`src/rtl/iob_fifo2axis_pkg.sv`:
```
// Shared types for the iob_fifo2axis drain engine.
package iob_fifo2axis_pkg;

    typedef enum logic [1:0] {
        StIdle  = 2'd0,
        StRun   = 2'd1,
        StDrain = 2'd2,
        StDone  = 2'd3
    } state_e;

endpackage

```
`src/rtl/iob_fifo2axis_buf.sv`:
```
// Two-entry FIFO-ordered skid buffer; entry 0 is always the head.
module iob_fifo2axis_buf #(
    parameter int unsigned DATA_W = 32
) (
    input  logic              clk_i,
    input  logic              cke_i,
    input  logic              rst_i,
    input  logic              push_i,
    input  logic [DATA_W-1:0] push_data_i,
    input  logic              pop_i,
    output logic [1:0]        occ_o,
    output logic [DATA_W-1:0] head_o
);

    logic [DATA_W-1:0] mem_q [2];
    logic [DATA_W-1:0] mem_d [2];
    logic [1:0]        occ_q, occ_d;

    always_comb begin
        mem_d = mem_q;
        occ_d = occ_q;
        if (pop_i && occ_q != 2'd0) begin
            mem_d[0] = mem_q[1];
            occ_d    = occ_q - 2'd1;
        end
        // Push lands after the pop shift so a simultaneous push/pop keeps order.
        if (push_i && occ_d != 2'd2) begin
            mem_d[occ_d[0]] = push_data_i;
            occ_d           = occ_d + 2'd1;
        end
    end

    always_ff @(posedge clk_i) begin
        if (rst_i) begin
            mem_q[0] <= '0;
            mem_q[1] <= '0;
            occ_q    <= 2'd0;
        end else if (cke_i) begin
            mem_q <= mem_d;
            occ_q <= occ_d;
        end
    end

    assign occ_o  = occ_q;
    assign head_o = mem_q[0];

endmodule

```
`src/rtl/iob_fifo2axis.sv`:
```
// Drains a programmed number of words from a 1-cycle-latency FIFO read port onto AXI-Stream.
module iob_fifo2axis
    import iob_fifo2axis_pkg::*;
#(
    parameter int unsigned DATA_W = 32,
    parameter int unsigned LEN_W  = 16
) (
    input  logic              clk_i,
    input  logic              cke_i,
    input  logic              rst_i,
    input  logic              en_i,
    input  logic [LEN_W-1:0]  len_i,
    output logic              busy_o,
    output logic              done_o,
    output logic              fifo_r_en_o,
    input  logic [DATA_W-1:0] fifo_r_data_i,
    input  logic              fifo_r_empty_i,
    output logic              axis_tvalid_o,
    output logic [DATA_W-1:0] axis_tdata_o,
    output logic              axis_tlast_o,
    input  logic              axis_tready_i
);

    state_e             state_q, state_d;
    logic [LEN_W-1:0]   rd_left_q, rd_left_d;
    logic [LEN_W-1:0]   tx_left_q, tx_left_d;
    logic               pend_q;
    logic [1:0]         occ;
    logic [DATA_W-1:0]  head;
    logic               pop;
    logic               space;

    iob_fifo2axis_buf #(
        .DATA_W(DATA_W)
    ) u_buf (
        .clk_i      (clk_i),
        .cke_i      (cke_i),
        .rst_i      (rst_i),
        .push_i     (pend_q),
        .push_data_i(fifo_r_data_i),
        .pop_i      (pop),
        .occ_o      (occ),
        .head_o     (head)
    );

    assign axis_tvalid_o = (occ != 2'd0);
    assign axis_tdata_o  = head;
    assign axis_tlast_o  = axis_tvalid_o && (tx_left_q == LEN_W'(1));
    assign pop           = axis_tvalid_o && axis_tready_i;
    assign busy_o        = (state_q != StIdle);
    assign done_o        = (state_q == StDone);

    // Count the in-flight read against capacity so occ can never exceed 2.
    assign space = (({1'b0, occ} + {2'b00, pend_q}) < 3'd2) || pop;

    always_comb begin
        state_d     = state_q;
        rd_left_d   = rd_left_q;
        tx_left_d   = tx_left_q;
        fifo_r_en_o = cke_i && (state_q == StRun) && (rd_left_q != '0) &&
                      !fifo_r_empty_i && space;

        if (fifo_r_en_o) begin
            rd_left_d = rd_left_q - LEN_W'(1);
        end
        if (pop && tx_left_q != '0) begin
            tx_left_d = tx_left_q - LEN_W'(1);
        end

        unique case (state_q)
            StIdle: begin
                if (en_i) begin
                    if (len_i != '0) begin
                        state_d   = StRun;
                        rd_left_d = len_i;
                        tx_left_d = len_i;
                    end else begin
                        state_d = StDone;
                    end
                end
            end
            StRun: begin
                if (fifo_r_en_o && rd_left_q == LEN_W'(1)) begin
                    state_d = StDrain;
                end
            end
            StDrain: begin
                if (pop && tx_left_q == LEN_W'(1)) begin
                    state_d = StDone;
                end
            end
            StDone: begin
                state_d = StIdle;
            end
            default: begin
                state_d = StIdle;
            end
        endcase
    end

    always_ff @(posedge clk_i) begin
        if (rst_i) begin
            state_q   <= StIdle;
            rd_left_q <= '0;
            tx_left_q <= '0;
            pend_q    <= 1'b0;
        end else if (cke_i) begin
            state_q   <= state_d;
            rd_left_q <= rd_left_d;
            tx_left_q <= tx_left_d;
            pend_q    <= fifo_r_en_o;
        end
    end

endmodule

```
`config.mk`:
```
export PLATFORM = sky130hd
export DESIGN_NAME = iob_fifo2axis
export DESIGN_NICKNAME = d
export VERILOG_FILES = /design/src/rtl/iob_fifo2axis_pkg.sv /design/src/rtl/iob_fifo2axis_buf.sv /design/src/rtl/iob_fifo2axis.sv
export SDC_FILE = /design/constraint.sdc
export NUM_CORES = 1
export LEC_CHECK = 0
export ABC_AREA = 1
export CAP_MARGIN = 20
export CORE_ASPECT_RATIO = 1.4
export CORE_MARGIN = 2
export CORE_UTILIZATION = 55
export CTS_CLUSTER_DIAMETER = 120
export DETAILED_ROUTE_END_ITERATION = 12
export PLACE_DENSITY = 0.85
export SKIP_LAST_GASP = 1
export SLEW_MARGIN = 20
export SYNTH_ARGS = -nofsm -noshare
export SYNTH_HDL_FRONTEND = slang
export SYNTH_SLANG_ARGS = --single-unit
export TNS_END_PERCENT = 50
```
`constraint.sdc`:
```
create_clock -name clk_i -period 3 [get_ports clk_i]
set_input_delay 0.3 -clock clk_i [delete_from_list [all_inputs] [get_ports clk_i]]
set_output_delay 0.3 -clock clk_i [all_outputs]
set_load 0.01 [all_outputs]
```
Word-level counts from Yosys, hierarchy flattened
Index checks and enable logic that the tools add are counted.
- flip-flop bits (word level): 101
- output and inout port bits: 37
- logic and storage cells: 67
- add/sub/neg operators: 5
- magnitude comparators: 3
- eq/ne operators: 9
- mux-type cells: 20
- bitwise logic cells: 1
- reduce and logical (&&, ||, !) cells: 22
- operator list (cell ; number):
    $mux 16 ; 8
    $bwmux 64 ; 1
    $mux 32 ; 2
    $mux 64 ; 1
    $reduce_bool 16->1 ; 3
    $demux 32 s1 ; 1
    $eq 16x1->1 const B ; 2
    $sub 16x1->16 const B ; 2
    $logic_and 1x1->1 ; 12
    $mux 2 ; 6
    $pmux 2 s4 ; 1
    $ne 2x2->1 const B ; 3
    $eq 2x2->1 const B ; 2
    $reduce_and 4->1 ; 1
    $reduce_bool 2->1 ; 2
    $add 2x1->3 ; 1
    $lt 3x2->1 const B ; 1
    $add 2x1->2 const B ; 1
    $eq 2x1->1 const B ; 1
    $ge 2x2->1 const B ; 1
    $logic_not 2->1 ; 1
    $lt 2x1->1 const B ; 1
    $ne 2x1->1 const B ; 1
    $not 1->2 ; 1
    4 further kinds ; 4

Longest topological paths before layout
- depth after elaboration: 11
- depth in mapped cells: 14
- gate-level depth less buffers: 12

Modules after synthesis
A second synthesis with hierarchy kept.
- cells, all modules: 1141
- area total of the unflattened synthesis: 6999.2 um^2
- by module, submodules not included (module ; instances ; cells each ; area each (um^2)):
    iob_fifo2axis_buf ; 1 ; 582 ; 3809.9
    iob_fifo2axis ; 1 ; 559 ; 3189.3

Worst setup path before layout
No wires, ideal clock.
- path type: reg-to-reg
- start point: register u_buf.occ_q[0], in the netlist u_buf.occ_o[0]
- end point: register (tool-made name)
- arrival time: 2117 ps
- slack: 770 ps
- stages on the path, launching flop included: 15
- buffers on the path: 3
- path through: dfxtp_1 > inv_1 > ha_1 > inv_2 > nand2_4 > buf_4 > nand2_1 > o21ai_0 > ha_1 > nor2_2 > nand3_1 > buf_4 > buf_6 > o21ai_1 > nor2_1
- RTL lines (what ; RTL line ; text):
    start, declared ; iob_fifo2axis_buf.sv:17 ; logic [1:0] occ_q, occ_d;
    start signal, assigned ; iob_fifo2axis_buf.sv:37 ; occ_q <= 2'd0;
    start signal, assigned ; iob_fifo2axis_buf.sv:40 ; occ_q <= occ_d;

Worst setup path after layout
- start point: register u_buf.occ_q[0], in the netlist u_buf.occ_o[0]
- end point: output fifo_r_en_o
- cells in the longest elaborated chain, start to end: 4
- ends and longest elaborated chain (what ; RTL line ; text):
    $add 2x1->3 or $reduce_bool 2->1 (tied branches) ; iob_fifo2axis.sv:54, iob_fifo2axis.sv:46 ;
    $lt 3x2->1 or $logic_and 1x1->1 (tied branches) ; iob_fifo2axis.sv:54, iob_fifo2axis.sv:49 ;
    $logic_or 1x1->1 * ; iob_fifo2axis.sv:54 ; assign space = (({1'b0, occ} + {2'b00, pend_q}) < 3'd2) || pop;
    $logic_and 1x1->1 * ; iob_fifo2axis.sv:61 ; !fifo_r_empty_i && space;
    end, declared ; iob_fifo2axis.sv:15 ; output logic fifo_r_en_o,
Mark *: on every way between the ends. The rest lies on a longest branch, timed or not.

==> reports/metrics.cfg <==
[run_status]
outcome=finished, final reports clean

[global_route]
globalRouteOverflowTotal=0
grt_max_degree=67
grt_pass1_vias=5667
grt_usage=0.248
antenna_found_initial=0
grt_pass1_wl_mm=25.6

[logic_synthesis]
synth-xor-area-share=0.0161
muxShareOfSynthArea=0
synthTopCellsByArea=dfxtp_1 (31%), nand2_1 (17%), nand3_1 (6.1%)
yosys.area_share.simple=0.312
netlist_instances=969
synth-seq-cells=101
yosysTopAreaCellShare=0.313
ys_seq_area_frac=0.313
avgSynthCellArea_um2=6.67
synth-compound-area-share=0.197
syn-num-nets=1036
synth-adder-area-share=0.0252
yosysWarnings=0
synth_cell_type_count=33
synth.cell_area_mm2=0.00646
synth_top_family_by_area=simple AND/OR/NAND/NOR gates
synth_top_cell_by_area=dfxtp_1

[clocking]
htreeDepth=3
cts_buffers=9
clock-root-buffer=clkbuf_16
postCtsSetupRepairBufs=0
ctsHoldBuffers=0
cts_sinks=101
cts_tree=done
ctsResizeCount=0
clk_pin_slew_ns=0.07
clkLatencyLatePin_ns=0.36
clk_path_buf_depth=2

[place]
dpl_cell_area_mm2=0.00709
place_congestion=0.921
port_buffers=90
placedCellCount=1129
hpwl_mm=10.4

[drt]
route.detailed.drc=0
route.met3.wl_um=744
wire_per_inst_um=13.5
wl_met2_mm=7.79
first_pass_iters=5
routed_via_density=5.33
via_count=6108
drt_iter0_drc=305
maxUsedRoutingLayer=met4
wl_met1_mm=6.67
ant_nets=0
drt_wl_total_mm=15.5

[floorplanning]
dieWidth_um=95.6
initial_core_util=0.567
rows=46
dieArea_mm2=0.0126
pin_count=91
coreArea_mm2=0.0114
die_height_um=132

[cells_and_area]
areaGrowthSynthToFinish_pct=14.5
fin_nets=1063
diodes=0
design_area_mm2=0.00739
final_common_cell=nand2_1
drive_above_1_share=0.0899
final_cell_mix=nand2_1 (294), dfxtp_1 (101), inv_1 (89), clkdlybuf4s50_1 (88)
fin_cells=1145

[critical_path]
cp_slowest_stage_delay_ns=0.56
r2r.worst_path.cells=12
r2r_slack_ns=0.37
crit_fanout=18
slowest_stage=clkdlybuf4s50_1
cp.required_ns=2.70
worstSetupPathType=register to output port
crit_start=u_buf.occ_o[0]
worstSetupStartpointType=register
reg2reg_from=u_buf.occ_o[0]
cp.arrival_ns=2.39
crit_chain=inv_1, ha_1, inv_2, nand2_4, nand2_1, nand3_1, a21oi_2, clkdlybuf4s50_1
end_kind=output port

[timing]
drv_slew=0
timing.final.crit_share=0.898
worstMarginPinSlew_ns=0.907
fmax_mhz=371
finalSetupTns_ns=0
finClkSkew_ns=0.0103
rsz0062_at_grt=no
hold_violations=0
slew-limit-headroom=0.395
holdWs_ns=0.466
period_minus_slack_ns=2.69
finalSetupViolations=0

[worst_hold_path]
min_path_cells=2
hp-class=register to register

[power]
total_power_mw=3.78
p_per_area_mw_per_mm2=511
ir_worst_vdd_uv=347
power_leakage_nw=3.07

[flow_run]
maxCapViolCount=0

## layer usage
metal  up-vias  GRT usage
li1       3165          -
met1      2765      0.301
met2       157      0.432
met3        21     0.0440
met4         0     0.0889
met5         -          0
## logic make-up after synthesis
kind of cell,count (synthesis)
AO/OA/AOI/OAI,195
adder cells (fa/ha/maj),13
AND/OR/NAND/NOR,470
XOR/XNOR,11
flip-flops,101
buffers and inverters,179
## critical path: cells and delay by family, from the launching register on
kind	cells	cell delay [ns]
fa+ha+maj	1	0.24
flops	1	0.44
compound gates	1	0.19
simple gates	3	0.41
buf+inv	3	0.74
## Yosys cell counts, drive strengths merged
| cell type | n |
|---|---|
| a21oi | 94 |
| a31oi | 1 |
| buf | 60 |
| clkbuf | 23 |
| clkinv | 1 |
| dfxtp | 101 |
| ha | 13 |
| inv | 95 |
| nand2 | 305 |
| nand3 | 79 |
| nand3b | 6 |
| nand4 | 4 |
| nor2 | 74 |
| nor3 | 2 |
| o211ai | 55 |
| o21ai | 45 |
| xnor2 | 4 |
| xor2 | 7 |
## final cells by class
cell class	instances	area, µm²
Clock buffer	9	225
Clock inverter	7	77.6
Fill cell	995	4000
Inverter	96	360
Multi-Input combinational cell	689	3560
Sequential cell	101	2020
Tap cell	144	180
Timing Repair Buffer	99	971
## through the flow
stage,util,setup WS (ns)
5_1_grt,0.649,0.117
4_1_cts,0.649,0.292
3_5_place_dp,0.622,0.382
3_3_place_gp,0.622,0.482
6_report,0.649,0.307
2_1_floorplan,-,0.770
## worst max-delay path by stage
stage | to | slack (ns) | cells after the start
after global placement | register | 0.48 | 10
after floorplan | register | 0.77 | 14
after global routing | register | 0.12 | 12
after CTS | fifo_r_en_o | 0.29 | 8
final | fifo_r_en_o | 0.31 | 8
after detailed placement | register | 0.38 | 12
## power by group
group / switching (mW) / total [mW] / internal, mW
sequential: 0.0869 / 1.49 / 1.40
combinational: 0.684 / 1.11 / 0.428
clock: 0.586 / 1.18 / 0.592
total: 1.36 / 3.78 / 2.42
No activity file was read; power rests on OpenSTA's default activity.
